<file path="src/rtl/sumador_pkg.sv">
// Shared types and helpers for the digit-serial adder/subtractor.
package sumador_pkg;

  typedef enum logic [1:0] {
    ST_IDLE = 2'd0,
    ST_BUSY = 2'd1,
    ST_DONE = 2'd2
  } state_t;

  localparam logic OP_ADD = 1'b0;
  localparam logic OP_SUB = 1'b1;

  // Number of digit cycles needed for one operation.
  function automatic int unsigned ndig(input int unsigned width, input int unsigned digit);
    return width / digit;
  endfunction

endpackage

</file>
<file path="src/rtl/sumador_digito.sv">
// Combinational DIGIT-bit ripple adder; c_msb is the carry into the top bit.
module sumador_digito #(
  parameter int unsigned DIGIT = 2
) (
  input  logic [DIGIT-1:0] a,
  input  logic [DIGIT-1:0] b,
  input  logic             ci,
  output logic [DIGIT-1:0] s,
  output logic             co,
  output logic             c_msb
);

  logic [DIGIT:0] c;

  always_comb begin
    c    = '0;
    s    = '0;
    c[0] = ci;
    for (int i = 0; i < int'(DIGIT); i++) begin
      s[i]   = a[i] ^ b[i] ^ c[i];
      c[i+1] = (a[i] & b[i]) | (c[i] & (a[i] ^ b[i]));
    end
  end

  assign co    = c[DIGIT];
  assign c_msb = c[DIGIT-1];

endmodule

</file>
<file path="src/rtl/sumador_serie_n.sv">
// Digit-serial adder/subtractor: DIGIT bits per clock, LSB digit first, start/done handshake.
module sumador_serie_n
  import sumador_pkg::*;
#(
  parameter int unsigned WIDTH = 8,
  parameter int unsigned DIGIT = 2
) (
  input  logic             clk,
  input  logic             rst_n,
  input  logic             start,
  input  logic             Op,
  input  logic [WIDTH-1:0] A,
  input  logic [WIDTH-1:0] B,
  input  logic             Cin,
  output logic             busy,
  output logic             done,
  output logic [WIDTH-1:0] S,
  output logic             Carry,
  output logic             Ovf,
  output logic             Zero
);

  localparam int unsigned NDIG = ndig(WIDTH, DIGIT);
  localparam int unsigned CW   = (NDIG > 1) ? $clog2(NDIG) : 1;

  state_t           state;
  logic [CW-1:0]    cnt;
  logic [WIDTH-1:0] a_sr;
  logic [WIDTH-1:0] b_sr;
  logic [WIDTH-1:0] r_sr;
  logic             c;
  logic             op_q;

  logic [DIGIT-1:0] d_s;
  logic             d_co;
  logic             d_cmsb;
  logic [WIDTH-1:0] r_next;
  logic             last;

  sumador_digito #(
    .DIGIT(DIGIT)
  ) u_digito (
    .a    (a_sr[DIGIT-1:0]),
    .b    (b_sr[DIGIT-1:0]),
    .ci   (c),
    .s    (d_s),
    .co   (d_co),
    .c_msb(d_cmsb)
  );

  // New digit enters at the MSB end so the result is aligned after NDIG shifts.
  assign r_next = (r_sr >> DIGIT) | (WIDTH'(d_s) << (WIDTH - DIGIT));
  assign last   = (cnt == CW'(NDIG - 1));

  always_ff @(posedge clk or negedge rst_n) begin
    if (!rst_n) begin
      state <= ST_IDLE;
      cnt   <= '0;
      a_sr  <= '0;
      b_sr  <= '0;
      r_sr  <= '0;
      c     <= 1'b0;
      op_q  <= OP_ADD;
      busy  <= 1'b0;
      done  <= 1'b0;
      S     <= '0;
      Carry <= 1'b0;
      Ovf   <= 1'b0;
      Zero  <= 1'b0;
    end else begin
      unique case (state)
        ST_IDLE: begin
          done <= 1'b0;
          if (start) begin
            // Subtraction as A + ~B + ~borrow_in.
            a_sr  <= A;
            b_sr  <= (Op == OP_SUB) ? ~B : B;
            c     <= (Op == OP_SUB) ? ~Cin : Cin;
            op_q  <= Op;
            cnt   <= '0;
            busy  <= 1'b1;
            state <= ST_BUSY;
          end
        end
        ST_BUSY: begin
          a_sr <= a_sr >> DIGIT;
          b_sr <= b_sr >> DIGIT;
          r_sr <= r_next;
          c    <= d_co;
          cnt  <= cnt + CW'(1);
          if (last) begin
            state <= ST_DONE;
            busy  <= 1'b0;
            done  <= 1'b1;
            S     <= r_next;
            Carry <= d_co ^ op_q;
            Ovf   <= d_cmsb ^ d_co;
            Zero  <= (r_next == '0);
          end
        end
        ST_DONE: begin
          done  <= 1'b0;
          state <= ST_IDLE;
        end
        default: begin
          busy  <= 1'b0;
          done  <= 1'b0;
          state <= ST_IDLE;
        end
      endcase
    end
  end

endmodule

</file>
<file path="config.mk">
export PLATFORM = sky130hd
export DESIGN_NAME = sumador_serie_n
export DESIGN_NICKNAME = d
export VERILOG_FILES = /design/src/rtl/sumador_pkg.sv /design/src/rtl/sumador_digito.sv /design/src/rtl/sumador_serie_n.sv
export SDC_FILE = /design/constraint.sdc
export NUM_CORES = 1
export LEC_CHECK = 0
export CAP_MARGIN = 20
export CORE_MARGIN = 10
export CORE_UTILIZATION = 51
export CTS_CLUSTER_DIAMETER = 200
export CTS_CLUSTER_SIZE = 12
export DETAILED_ROUTE_END_ITERATION = 6
export PLACE_DENSITY = 0.78
export REMOVE_ABC_BUFFERS = 1
export SYNTH_ARGS = -nofsm -noshare
export SYNTH_HDL_FRONTEND = slang
export SYNTH_SLANG_ARGS = --single-unit
</file>
<file path="constraint.sdc">
create_clock -name clk -period 1.9 [get_ports clk]
set_clock_uncertainty 0.05 [all_clocks]
set_input_delay 0.19 -clock clk [delete_from_list [all_inputs] [get_ports clk]]
set_output_delay 0.19 -clock clk [all_outputs]
set_load 0.1 [all_outputs]
</file>
# [After elaboration in Yosys (flattened, before gate mapping)]
# Cells that the tools add are included.
[word_totals] elab_cells=61 output_inout_bits=13 reg_bits=43
[op_classes] n_reduce_logical=8 eq_ne=5 add_sub_neg=1 mux=18 bitwise=16
[op_table] operator="8-bit one-hot mux with 2 select lines" count=2
[op_table] operator="8-bit 2-to-1 mux" count=3
[op_table] operator="8-bit zero test" count=1
[op_table] operator="8-bit NOT" count=1
[op_table] operator="6-bit by 8-bit bitwise OR with 8-bit output" count=1
[op_table] operator="2-bit one-hot mux with 2 select lines" count=2
[op_table] operator="2-bit AND reduction" count=4
[op_table] operator="1-bit 2-to-1 mux" count=6
[op_table] operator="2-bit 2-to-1 mux" count=3
[op_table] operator="1-bit XOR" count=6
[op_table] operator="1-bit AND" count=4
[op_table] operator="2-bit equality test, second input constant" count=2
[op_table] operator="2-bit inequality test, second input constant" count=2
[op_table] operator="1-bit one-hot mux with 3 select lines" count=1
[op_table] operator="3-bit AND reduction" count=1
[op_table] operator="2-bit by 1-bit adder with 2-bit output, second input constant" count=1
[op_table] operator="2-bit by 1-bit equality test with 1-bit output, second input constant" count=1
[op_table] operator="2-bit zero test" count=1
[op_table] operator="1-bit NOT" count=2
[op_table] operator="1-bit bitwise OR" count=2
[op_table] operator="1-bit one-hot mux with 2 select lines" count=1
[op_table] operator="2-bit nonzero test" count=1

# [Logic depth before layout (Yosys ltp)]
[depth] word_depth=6 depth_mapped=5 mapped_depth_nobuf=5

# [Cells and area by module]
# From an unflattened synthesis, not the netlist that was laid out.
[unflattened] cells_unflattened=160 area_unflattened_um2=1885.6
[by_module_without_submodules] mod="sumador_serie_n" area_per_inst_um2=1845.5 seq_area_each_um2=1026.0 instances=1 cells_per_inst=158
[by_module_without_submodules] mod="sumador_digito" area_per_inst_um2=40.0 seq_area_each_um2=0.0 instances=1 cells_per_inst=2

# [Least setup slack after synthesis]
# OpenSTA, ideal clock, no wires.
[synth_timing] kind="register to register" startpoint="reg c" endpoint="reg Zero" arrival_time_ns=1.562 required_ns=1.774 n_path_buf=0 setup_ns=0.076 period_less_slack_ns=1.688 path_slack_ns=0.212 stages_incl_launch_ff=6 cell_sequence="dfrtp_1 -> inv_1 -> fa_1 -> fa_1 -> nand4_1 -> o21ai_1"
[synth_between] elab_chain_len=5 word_cells_on_any_way=6
[synth_lines] element="start: declaration" line="sumador_serie_n.sv:31" source="logic c;"
[synth_lines] element="start signal: assignment" line="sumador_serie_n.sv:78" source="c <= (Op == OP_SUB) ? ~Cin : Cin;"
[synth_lines] element="start signal: assignment" line="sumador_serie_n.sv:89" source="c <= d_co;"
[synth_lines] element="1-bit AND" line="sumador_digito.sv:21" source="c[i+1] = (a[i] & b[i]) | (c[i] & (a[i] ^ b[i]));"
[synth_lines] element="1-bit bitwise OR" line="sumador_digito.sv:21"
[synth_lines] element="1-bit XOR" line="sumador_digito.sv:20" source="s[i] = a[i] ^ b[i] ^ c[i];"
[synth_lines] element="6-bit by 8-bit bitwise OR with 8-bit output (*)" line="sumador_serie_n.sv:52" source="assign r_next = (r_sr >> DIGIT) | (WIDTH'(d_s) << (WIDTH - DIGIT));"
[synth_lines] element="8-bit zero test (*)" line="sumador_serie_n.sv:98" source="Zero <= (r_next == '0);"
[synth_lines] element="end signal: assignment" line="sumador_serie_n.sv:98"
[synth_lines] element="end: declaration" line="sumador_serie_n.sv:20" source="output logic Zero"
# Mark *: on every way between the ends. The rest lies on a longest branch, timed or not.
# A chain may end at the register's enable or synchronous reset.

# [Worst setup path in the final report]
# Ends and elaborated chain as after synthesis.

==> run_results.csv <==
group,metric,value,unit
run_status,status,"complete, no violations",
placement,dp_slack,77.0,ps
yosys,syn_area,1880,µm²
grt,use_met1,15.6,%
sta,finalHoldWorstSlack,436,ps
sta,fin_setup_tns,0,ps
power,power.density,1910,nW/µm²
die,rows,22,
clocking,path_clk_slew,80,ps
detailed_routing,drt_iter0_markers,48,
detailed_routing,vias,1444,
sta,period_needed,1760,ps
hold_path,hp-class,"in2async",
cells_and_area,syn2layout_area_growth,25.9,%
detailed_routing,first_pass_iters,4,
worst_setup_path,critPathRequiredTime,2060,ps
die,die_h,80.8,µm
grt,grt.total_usage,14.2,%
die,io_pins,34,
detailed_routing,viasPerCell,5.45,
grt,grt_pass1_wl,7370,µm
yosys,yosysSeqAreaShare,54.5,%
power,power.switching,2.17,mW
clocking,tritoncts.num_buffers,5,
yosys,ys_ff_latch,41,
power,swShare,47.9,%
worst_setup_path,cp_data_arrival_time,1920,ps
grt,top_usage_layer,"met2",
cells_and_area,ff_latch_area,1030,µm²
clocking,clock_sinks,41,
sta,hold_viol,0,
die,die_w,80.8,µm
grt,grt-ovfl-total,0,
worst_setup_path,slowest_delay,540,ps
cells_and_area,final_cell_mix,"dfrtp_1 (41), nand2_1 (32), buf_4 (22)",
sta,setup_violations,0,
cells_and_area,multi_input_area,769,µm²
die,die-area,6520,µm²
power,leakage,1.11,nW
detailed_routing,remaining_drc_errors,0,
cells_and_area,final_common_cell,"dfrtp_1",
detailed_routing,routed_wl,4240,µm
power,vdd_drop_max,0.770,mV
power,p_comb_share,51.7,%
yosys,syn_avg_cell_area,10.6,µm²
sta,rsz0062_at_grt,"no",
grt,first_global_vias,1607,
sta,final.setup.worst_slack,136,ps
yosys,synth_cell_type_count,31,
placement,port_buffers,33,
sta,slew_viol_final,0,
placement,place.gp.congestion,0.787,
grt,use_met3,5.19,%
yosys,syn_inst,177,
yosys,yosys_warnings,0,
worst_setup_path,critical_path.cell_chain,"inv_1 -> fa_2 -> fa_1 -> nand4_1 -> o21ai_1",
cells_and_area,drive_above_1_share,15.7,%
power,p_int,2.36,mW
worst_setup_path,start_kind,"flop",
power,pwr-share-clk,14.6,%
sta,max_slew.worst_pin.slew,506,ps
clocking,clk_latency,290,ps
cells_and_area,finalNetCount,241,
power,seqPwrFrac,33.7,%
grt,grt_max_degree,42,
flow_run,maxCapViolations,0,
detailed_routing,routedWlPerCell,16.0,µm
detailed_routing,ant_nets,0,
cells_and_area,n_antenna_cell,0,
cells_and_area,fin_util,65.8,%
clocking,cts_root_buf,"clkbuf_8",
grt,antenna_found_initial,0,
worst_setup_path,cp_slowest_cell,"fa_1",
grt,use_met2,24.5,%
clocking,clockBufferDepth,2,
clocking,cts_tree,"built",
sta,fin_crit_sh,92.9,%
worst_setup_path,critPathMaxFanout,2,
sta,fmax,0.567,GHz
placement,dpl.hpwl,3180,µm
worst_setup_path,path_class,"reg2reg",
power,power,4.53,mW
die,initial_core_util,52.2,%
sta,relSlewSlack,66.3,%
die,core,3610,µm²
worst_setup_path,cp-end-kind,"flop",
cells_and_area,fillCellCount,308,
clocking,cts.htree.levels,2,
-- sequential cells by signal, indices dropped and copies added (netlist names), 2 cells and up --
signal  cells
cnt         2
state       2
S           8
b_sr        8
a_sr        8
r_sr        6
-- cell type report --
type	count	area share, %
well taps	48	2.53
clock buffers	5	2.90
clock inverters	2	1.48
inverters	11	1.74
multi-input cells	115	32.5
repair buffers	43	15.6
flip-flops and latches	41	43.3
-- timing repair --
item / 4_1_cts / 5_1_grt
hold buffers: 1 / 0
buffers inserted: 0 / 1
endpoints found under the hold margin: 41 / 0
gates resized for setup: 0 / 1
setup endpoints to repair: 0 / 1
-- kinds of logic after synthesis --
| kind of cell | count (synthesis) | synth area share, % |
|---|---|---|
| AO/OA/AOI/OAI | 45 | 16.8 |
| XOR/XNOR | 11 | 5.12 |
| adder cells (fa/ha/maj) | 3 | 2.79 |
| buffers and inverters | 21 | 4.78 |
| flip-flops | 41 | 54.5 |
| multiplexers | 6 | 3.59 |
| AND/OR/NAND/NOR | 50 | 12.4 |
-- power groups by stage --
stage	combinational [mW]	sequential (mW)	clock, mW
finish	2.34	1.53	0.663
CTS	2.32	1.53	0.679
global route	2.53	1.58	0.720
global placement	2.23	1.51	0
floorplan	0.833	2.35	0
detailed placement	2.31	1.54	0
-- worst max-delay path: cells and delay by family, from the launching register on --
| kind | cells | cell delay [ps] |
|---|---|---|
| DFF | 1 | 360 |
| AOI/OAI and AO/OA | 1 | 140 |
| adders and majority gates | 2 | 960 |
| and+or+nand+nor | 1 | 100 |
| buffers and inverters | 1 | 80 |
-- metal layers --
metal / routed length (µm) / vias to the layer above
met3: 296 / 7
met1: 1730 / 708
met4: 56 / 0
met2: 2150 / 41
li1: - / 688
met5: 0 / -
-- synthesized netlist by cell type --
master     count  share of area, %
a211o_1        1              0.47
a21oi_1        3              0.80
a221o_1        4               2.1
a222oi_1       1              0.53
a22o_1         2              0.93
a22oi_1        7               2.8
a2bb2oi_1      2              0.93
and2b_1        1              0.40
buf_2          9               2.4
clkbuf_1       1              0.20
dfrtp_1       41                54
fa_1           2               2.1
ha_1           1              0.66
inv_1         10               2.0
inv_2          1              0.20
mux2_1         6               3.6
nand2_1       32               6.4
nand2b_1       1              0.33
nand3b_4       1               1.1
nand4_1        1              0.33
nor2_1         7               1.4
nor2b_1        4               1.3
nor3b_1        1              0.40
nor4_1         1              0.33
o21ai_1       18               4.8
o21bai_2       1              0.60
o32a_1         1              0.53
o32ai_1        5               2.3
or3b_1         1              0.47
xnor2_1        8               3.7
xor2_1         3               1.4
-- stage by stage --
step / area, µm² / cells
floorplan: 1830 / 167
global placement: 2250 / 256
detailed placement: 2250 / 256
CTS: 2360 / 264
global route: 2370 / 265
finish: 2370 / 265
-- path summary, 6_finish.rpt --
| kind | depth (start not counted) | slack, ps | endpoint | startpoint |
|---|---|---|---|---|
| min in group clk | 1 | 440 | S[0] | S[0] |
| worst max-delay path | 5 | 140 | Zero | c |
| max in group asynchronous | 3 | 1010 | Carry | rst_n |
| worst min-delay path | 3 | 440 | done | rst_n |
| worst min register to register | 1 | 440 | S[0] | S[0] |
| worst max register to register | 5 | 140 | Zero | c |
No activity file was read; power rests on OpenSTA's default activity.
